**config.mk**
```make
export PLATFORM = sky130hd
export DESIGN_NAME = tq_row_gather_32
export DESIGN_NICKNAME = d
export VERILOG_FILES = /design/src/rtl/tq_row_gather_32.sv
export SDC_FILE = /design/constraint.sdc
export NUM_CORES = 1
export LEC_CHECK = 0
export ABC_AREA = 1
export CAP_MARGIN = 5
export CORE_AREA = 4 4 250 252
export CTS_CLUSTER_DIAMETER = 80
export DETAILED_ROUTE_END_ITERATION = 8
export DIE_AREA = 0 0 254 256
export PLACE_DENSITY = 0.61
export SLEW_MARGIN = 20
export SYNTH_ARGS = -nofsm -noshare
export SYNTH_HDL_FRONTEND = slang
export SYNTH_SLANG_ARGS = --single-unit
```
**constraint.sdc**
```tcl
create_clock -name clk -period 6.9 [get_ports clk]
set_input_delay 0.69 -clock clk [delete_from_list [all_inputs] [get_ports clk]]
set_output_delay 0.69 -clock clk [all_outputs]
set_load 0.05 [all_outputs]
```
**src/rtl/tq_row_gather_32.sv**
```systemverilog
// Gathers 1, 2 or 4 eight-sample input beats into one 32-sample residual row for
// the 32-point butterfly, tracking the row index within the current transform block.
module tq_row_gather_32 #(
  parameter int DATA_W = 16
) (
  input  logic                   clk,
  input  logic                   rst_n,
  input  logic                   in_valid,
  output logic                   in_ready,
  input  logic [1:0]             in_size,
  input  logic [8*DATA_W-1:0]    in_data,
  output logic                   out_valid,
  input  logic                   out_ready,
  output logic [32*DATA_W-1:0]   out_data,
  output logic [1:0]             out_size,
  output logic                   out_bfly_en,
  output logic [4:0]             out_row,
  output logic                   out_last
);

  typedef enum logic [1:0] {IDLE, FILL, FULL} state_t;

  state_t                state;
  logic [1:0]            cnt;
  logic                  acc;
  logic                  hs;
  logic                  first;
  logic                  done;
  logic [1:0]            bidx;
  logic [1:0]            size_n;
  logic [4:0]            row_n;
  logic [32*DATA_W-1:0]  data_n;

  function automatic logic [1:0] last_beat(input logic [1:0] sz);
    case (sz)
      2'd3:    last_beat = 2'd3;
      2'd2:    last_beat = 2'd1;
      default: last_beat = 2'd0;
    endcase
  endfunction

  function automatic logic [4:0] last_row(input logic [1:0] sz);
    case (sz)
      2'd0:    last_row = 5'd3;
      2'd1:    last_row = 5'd7;
      2'd2:    last_row = 5'd15;
      default: last_row = 5'd31;
    endcase
  endfunction

  assign out_valid = (state == FULL);
  assign in_ready  = (state != FULL) || out_ready;
  assign hs        = out_valid && out_ready;
  assign acc       = in_valid && in_ready;
  // Any accepted beat outside FILL opens a new row, including one overlapping a retire.
  assign first     = acc && (state != FILL);
  assign size_n    = first ? in_size : out_size;
  assign bidx      = first ? 2'd0 : cnt;
  assign done      = (bidx == last_beat(size_n));

  always_comb begin
    data_n = first ? '0 : out_data;
    for (int k = 0; k < 8; k++) begin
      if (size_n != 2'd0 || k < 4)
        data_n[(int'(bidx) * 8 + k) * DATA_W +: DATA_W] = in_data[k * DATA_W +: DATA_W];
    end
  end

  always_comb begin
    row_n = out_row;
    if (hs)
      row_n = (out_row == last_row(out_size)) ? 5'd0 : out_row + 5'd1;
    if (first && (in_size != out_size))
      row_n = 5'd0;
  end

  always_ff @(posedge clk or negedge rst_n) begin
    if (!rst_n) begin
      state       <= IDLE;
      cnt         <= 2'd0;
      out_data    <= '0;
      out_size    <= 2'd0;
      out_row     <= 5'd0;
      out_last    <= 1'b0;
      out_bfly_en <= 1'b0;
    end else begin
      if (acc) begin
        out_data <= data_n;
        out_size <= size_n;
        cnt      <= done ? 2'd0 : 2'(bidx + 2'd1);
        state    <= done ? FULL : FILL;
      end else if (hs) begin
        state <= IDLE;
      end
      out_row     <= row_n;
      out_last    <= (row_n == last_row(size_n));
      out_bfly_en <= (size_n == 2'd3);
    end
  end

endmodule

```
## Word level (Yosys, flattened, before mapping)

Index checks and enable logic that the tools add are counted.

| word-level totals | value |
|---|---|
| register bits | 525 |
| latch bits | 0 |
| RAM bits | 0 |
| memory bits (read-only) | 0 |
| output and inout bits | 523 |
| word-level logic and storage cells | 87 |
| memories kept | 0 |

| cells by class | value |
|---|---|
| $add $sub $neg | 17 |
| $mul | 0 |
| divide/modulo/power cells | 0 |
| order comparisons | 0 |
| equal/unequal tests | 12 |
| shift-type cells | 16 |
| multiplexer cells | 26 |
| bitwise gates (word level) | 0 |
| reductions and logical operators | 9 |

Operators by type and width:

| operator | count |
|---|---|
| 512-bit bitwise mux | 8 |
| 16-bit by 33-bit variable shift with 512-bit output (first input constant) | 8 |
| 16-bit by 33-bit indexed part select with 512-bit output | 8 |
| 512-bit 2-to-1 mux | 5 |
| 10-bit negation with 33-bit output | 7 |
| 9-bit negation with 33-bit output | 1 |
| 5-bit case mux with 3 select lines | 2 |
| 5-bit by 3-bit adder with 6-bit output (second input constant) | 4 |
| 5-bit 2-to-1 mux | 4 |
| 5-bit by 2-bit adder with 6-bit output (second input constant) | 2 |
| 2-bit 2-to-1 mux | 6 |
| 5-bit == test | 2 |
| 2-bit == test (second input constant) | 4 |
| 5-bit by 1-bit adder with 6-bit output (second input constant) | 1 |
| 5-bit by 1-bit adder with 5-bit output (second input constant) | 1 |
| 2-bit by 1-bit == test with 1-bit output (second input constant) | 2 |
| 1-bit logical AND | 4 |
| 2-bit logical NOT | 2 |
| 2-bit case mux with 2 select lines | 1 |
| 2-bit nonzero test | 2 |
| 2-bit by 1-bit adder with 2-bit output (second input constant) | 1 |
| 2-bit == test | 1 |
| 2-bit by 1-bit inequality test with 1-bit output (second input constant) | 1 |
| 2-bit inequality test | 1 |
| 2 further kinds | 2 |

## Longest topological paths before layout

| depth | value |
|---|---|
| depth in word-level cells | 19 |
| depth in mapped cells | 13 |
| depth with buffers taken out | 11 |

## Least setup slack after synthesis

No wires, ideal clock.

| timing | value |
|---|---|
| path kind | input-to-reg |
| from | input port out_ready |
| to | register out_data[142] |
| arrival | 2.641 ns |
| data required time | 6.767 ns |
| path slack | 4.126 ns |
| stages | 13 |
| buffers on the path | 2 |
| cells stage by stage | inv_1 -> nand3_4 -> nand3_4 -> nand2_1 -> inv_2 -> buf_1 -> ha_1 -> inv_1 -> nor2_1 -> inv_2 -> buf_1 -> nand3_1 -> o21ai_0 |

| between the ends | value |
|---|---|
| word-level cells in the longest chain between the ends | 18 |

RTL lines:

| item | line | source |
|---|---|---|
| start: declaration | 13 | `input logic out_ready,` |
| 1-bit logical OR * | 52 | `assign in_ready = (state != FULL) \|\| out_ready;` |
| named net in_ready | 9 | `output logic in_ready,` |
| 1-bit logical AND * | 54 | `assign acc = in_valid && in_ready;` |
| 1-bit logical AND | 56 | `assign first = acc && (state != FILL);` |
| 2-bit 2-to-1 mux | 58 | `assign bidx = first ? 2'd0 : cnt;` |
| 5-bit by 1-bit adder with 6-bit output or 9-bit negation with 33-bit output (tied branches) | 65 | `data_n[(int'(bidx) * 8 + k) * DATA_W +: DATA_W] = in_data[k * DATA_W +: DATA_W];` |
| 10-bit negation with 33-bit output (tied with other cells) | 65 |  |
| 16-bit by 33-bit indexed part select with 512-bit output (tied with other cells) | 65 |  |
| 512-bit bitwise mux (4 in series) | 65 |  |
| 512-bit 2-to-1 mux | 64 | `if (size_n != 2'd0 \|\| k < 4)` |
| 512-bit bitwise mux | 65 |  |
| 512-bit 2-to-1 mux | 64 |  |
| 512-bit bitwise mux | 65 |  |
| 512-bit 2-to-1 mux | 64 |  |
| 512-bit bitwise mux | 65 |  |
| 512-bit 2-to-1 mux | 64 |  |
| end signal: assignment | 88 | `out_data <= data_n;` |
| end: declaration | 14 | `output logic [32*DATA_W-1:0] out_data,` |

Mark *: on every way through the listed nets, which the timed path passes. The rest lies on a longest branch.
A chain may end at the register's enable or synchronous reset.

## Worst setup path after layout

| timing | value |
|---|---|
| from | input port out_ready |
| to | register out_data[202] |

| between the ends | value |
|---|---|
| word-level cells in the longest chain between the ends | 18 |

RTL lines:

| item | line |
|---|---|
| 1-bit logical OR * | 52 |
| 1-bit logical AND * | 54 |
| 1-bit logical AND | 56 |
| 2-bit 2-to-1 mux | 58 |
| 5-bit by 1-bit adder with 6-bit output or 9-bit negation with 33-bit output (tied branches) | 65 |
| 10-bit negation with 33-bit output (tied with other cells) | 65 |
| 16-bit by 33-bit indexed part select with 512-bit output (tied with other cells) | 65 |
| 512-bit bitwise mux (4 in series) | 65 |
| 512-bit 2-to-1 mux | 64 |
| 512-bit bitwise mux | 65 |
| 512-bit 2-to-1 mux | 64 |
| 512-bit bitwise mux | 65 |
| 512-bit 2-to-1 mux | 64 |
| 512-bit bitwise mux | 65 |
| 512-bit 2-to-1 mux | 64 |

Mark *: on every way between the ends. The rest lies on a longest branch, timed or not.

==> metrics.md <==
| Metric | Value |
|---|---|
| Register area | 13140 sq um |
| Seq cells post-synth | around 530 |
| Mapped Area | between 20000 and 25000 sq um |
| Sw Share | approximately 43% |
| Measured slew at the worst slew-check pin | 1.089 ns |
| Fin. max-slew vios | 0 |
| WP data required | ~7.4 ns |
| Critical path launch point type | input pin |
| Finished Layout Cells | about 3400 |
| Detailed-placement wirelength estimate | 54560 um |
| Fin nets | between 2000 and 3000 |
| PortBufs | 656 |
| Pre-CTS setup slack | 2.007 ns |
| # rows | 90 |
| CTS tree | built |
| Min-delay worst type | input pin to async pin |
| Crit-path cells | clkdlybuf4s50_1 > inv_1 > nand3_4 > nand3_4 > nand2_1 > buf_4 > inv_2 > ha_1 > inv_1 > nor2_1 > o21ai_4 > buf_4 > nand2_1 > o21ai_0 |
| I/O Pins | 657 |
| Skew-Pair Late Insertion Delay | 0.61 ns |
| Design area | just under 30000 sq um |
| CP top delay family | buffers and inverters |
| Ratio of cells with drive above 1 in the final layout | 5.781% |
| Residual DRC count | 0 |
| Final Hold Fails | 0 |
| Syn nets | 2112 |
| DR iter-0 viols | 1067 |
| CP max-delay cell | o21ai_4 |
| Post_cts resized | 0 |
| Post-Route WL | between 70000 and 80000 um |
| Setup TNS | 0 ns |
| First drt pass iteration count | 5 |
| Kind of critical path | input pin to flop |
| Hold Buf Count CTS | 0 |
| Unrepaired setup endpoints after global routing | no |
| Seq pwr share | 31.9% |
| Max Clock Freq | 0.2321 GHz |
| PwrDens | about 440 nW/um^2 |
| Die width | 254 um |
| Via count | roughly 17000 |
| TritonCTS Sinks | 525 |
| Internal power | 7.211 mW |
| Clock network fraction of total power | 26.6% |
| Crit Path Max Fanout | 54 |
| Die Span Y | roughly 260 um |
| Antenna viol nets, final | 0 |
| Post-Syn Instances | slightly below 2000 |
| Total congestion overflow | 0 |
| CP bufs+invs | 6 |
| Core area | roughly 60000 sq um |
| Final Skew | 0.01585 ns |
| DIE AREA | 65020 sq um |
| Most common cell after layout, fill and taps aside | clkdlybuf4s50_1 |
| Post-CTS Setup Bufs | 0 |
| Crit. End Element | flop |
| Largest net degree at the start of global routing | 176 |
| Total track usage | 22.92% |
| Wire length per cell | 22.78 um |
| Root Driver | clkbuf_16 |
| Area of the multi-input gates | 5742 sq um |
| Initial Util | ~33% |
| Worst hold slack | ~0.18 ns |
| Maximum vdd drop | 297.2 uV |
| Synth-to-layout area growth | 45.64% |
| Yosys cell types | 33 |
| Final worst-path cycle share | approximately 62% |
| Placed Area | 27110 sq um |
| Antenna violations before repair | 6 |
| Sequential share of the synthesized area | 65.43% |
| Setup violations, final | 0 |
| Max incr delay on CP | 0.81 ns |
| Status | complete, no violations |
| Commonest non-fill, non-tap cells in the layout | clkdlybuf4s50_1 (655), dfrtp_1 (525), o21ai_0 (339) |
| First-pass GRT wire length | 114900 um |
| Gp weighted congestion | between 0.8 and 0.9 |
| Max cap viols | 0 |
| Worst relative slew slack | 27.37% |
| Sw Pwr | 5.541 mW |
| Comb pwr share | between 40% and 50% |
| Ys Warns | 0 |
| Clock Path Buffers | 3 |
| H-Tree Depth | 2 |
| Via density | 5.101 |
| Vias in the first global route | between 15000 and 20000 |
| Clk slew on worst S/H paths | 0.06 ns |
| Setup ws final | ~2.6 ns |
| Worst EP arrival | 4.81 ns |
| Pleak | 12.94 nW |
| Tmin final | 4.308 ns |
| Avg Cell Area, Syn | 10.17 sq um |
| CTS buffer count | 57 |
| Cell Count Post-Placement | 3288 |
| Fillers | approximately 5600 |
[kinds of logic (layout without fill, tap and decap cells)]
family / Yosys count / after routing / synth area share, %
adder cells (fa/ha/maj): 4 / 4 / 0.2493
other: 0 / 2 / 0
AO/OA/AOI/OAI: 527 / 527 / 13.47
XOR/XNOR: 3 / 3 / 0.1309
buffers and inverters: 280 / 918 / 6.169
flip-flops: 525 / 525 / 65.43
AND/OR/NAND/NOR: 635 / 635 / 14.55
[cell usage after synthesis (all sizes together)]
library cell | instances | area, sq um
dfrtp | 525 | 13140
nand4 | 6 | 43.79
buf | 97 | 549.3
clkinv | 1 | 3.750
a21oi | 1 | 5.000
o31ai | 22 | 165.2
inv | 135 | 509.2
nand2 | 275 | 1067
ha | 4 | 50.05
o21ai | 501 | 2511
o2bb2ai | 1 | 8.760
xor2 | 2 | 17.52
clkbuf | 47 | 176.4
nor2 | 16 | 88.83
xnor2 | 1 | 8.760
nand3 | 335 | 1707
nor3 | 3 | 15.01
o21bai | 2 | 15.01
[area by class of cell]
class                           count  area share, %
Clock inverter                     24          1.395
Timing Repair Buffer              676          23.07
Antenna cell                        2        0.01711
Clock buffer                       82          5.853
Sequential cell                   525          44.92
Tap cell                          782          3.346
Multi-Input combinational cell   1169          19.63
Inverter                          136          1.763
[routing by layer]
layer | GRT usage (%) | wire length (um) | vias up
li1 | - | - | 7848
met2 | 36.81 | 36240 | 688
met5 | 0 | 42 | -
met4 | 7.726 | 2752 | 6
met3 | 9.643 | 8568 | 136
met1 | 27.93 | 29770 | 8646
[path summary, 6_finish.rpt]
check	from	endpoint	slack (ns)	cells after the start
setup / recovery	out_ready	out_data[202]$_DFFE_PN0P_	2.59	14
hold / removal	rst_n	out_data[370]$_DFFE_PN0P_	0.18	1
setup reg to reg	state[0]$_DFFE_PN0P_	out_data[163]$_DFFE_PN0P_	2.74	13
hold reg to reg	out_data[14]$_DFFE_PN0P_	out_data[14]$_DFFE_PN0P_	0.48	2
max in group asynchronous	rst_n	out_data[410]$_DFFE_PN0P_	5.15	2
min in group clk	out_data[14]$_DFFE_PN0P_	out_data[14]$_DFFE_PN0P_	0.48	2
[sequential cells by signal (all words and copies together) (netlist names)]
signal and flops:
out_bfly_en 1, state 2, cnt 2, out_row 5, out_size 2, out_data 512, out_last 1
[worst register-to-register path, delay by kind of cell, from the launching register on]
| kind | cells | cell delay [ns] |
|---|---|---|
| flip-flops | 1 | 0.41 |
| AND/OR/NAND/NOR | 5 | 1.21 |
| AO/OA/AOI/OAI | 1 | 0.11 |
| buffers and inverters | 6 | 1.90 |
| adder cells (fa/ha/maj) | 1 | 0.37 |
[per-stage QoR]
step / util [%] / total power [mW]
6_report: 48.63 / 12.75
5_1_grt: 48.63 / 13.29
2_1_floorplan: - / 7.430
4_1_cts: 48.61 / 12.85
3_3_place_gp: 45.09 / 9.359
3_5_place_dp: 45.09 / 9.411
[power groups by stage]
stage | Clock [mW] | Combinational, mW | Sequential [mW]
finish | 3.39 | 5.30 | 4.06
global route | 3.59 | 5.57 | 4.13
detailed placement | 0 | 5.31 | 4.10
global placement | 0 | 5.28 | 4.08
CTS | 3.47 | 5.33 | 4.06
floorplan | 0 | 1.34 | 6.09
No activity file was read; power rests on OpenSTA's default activity.
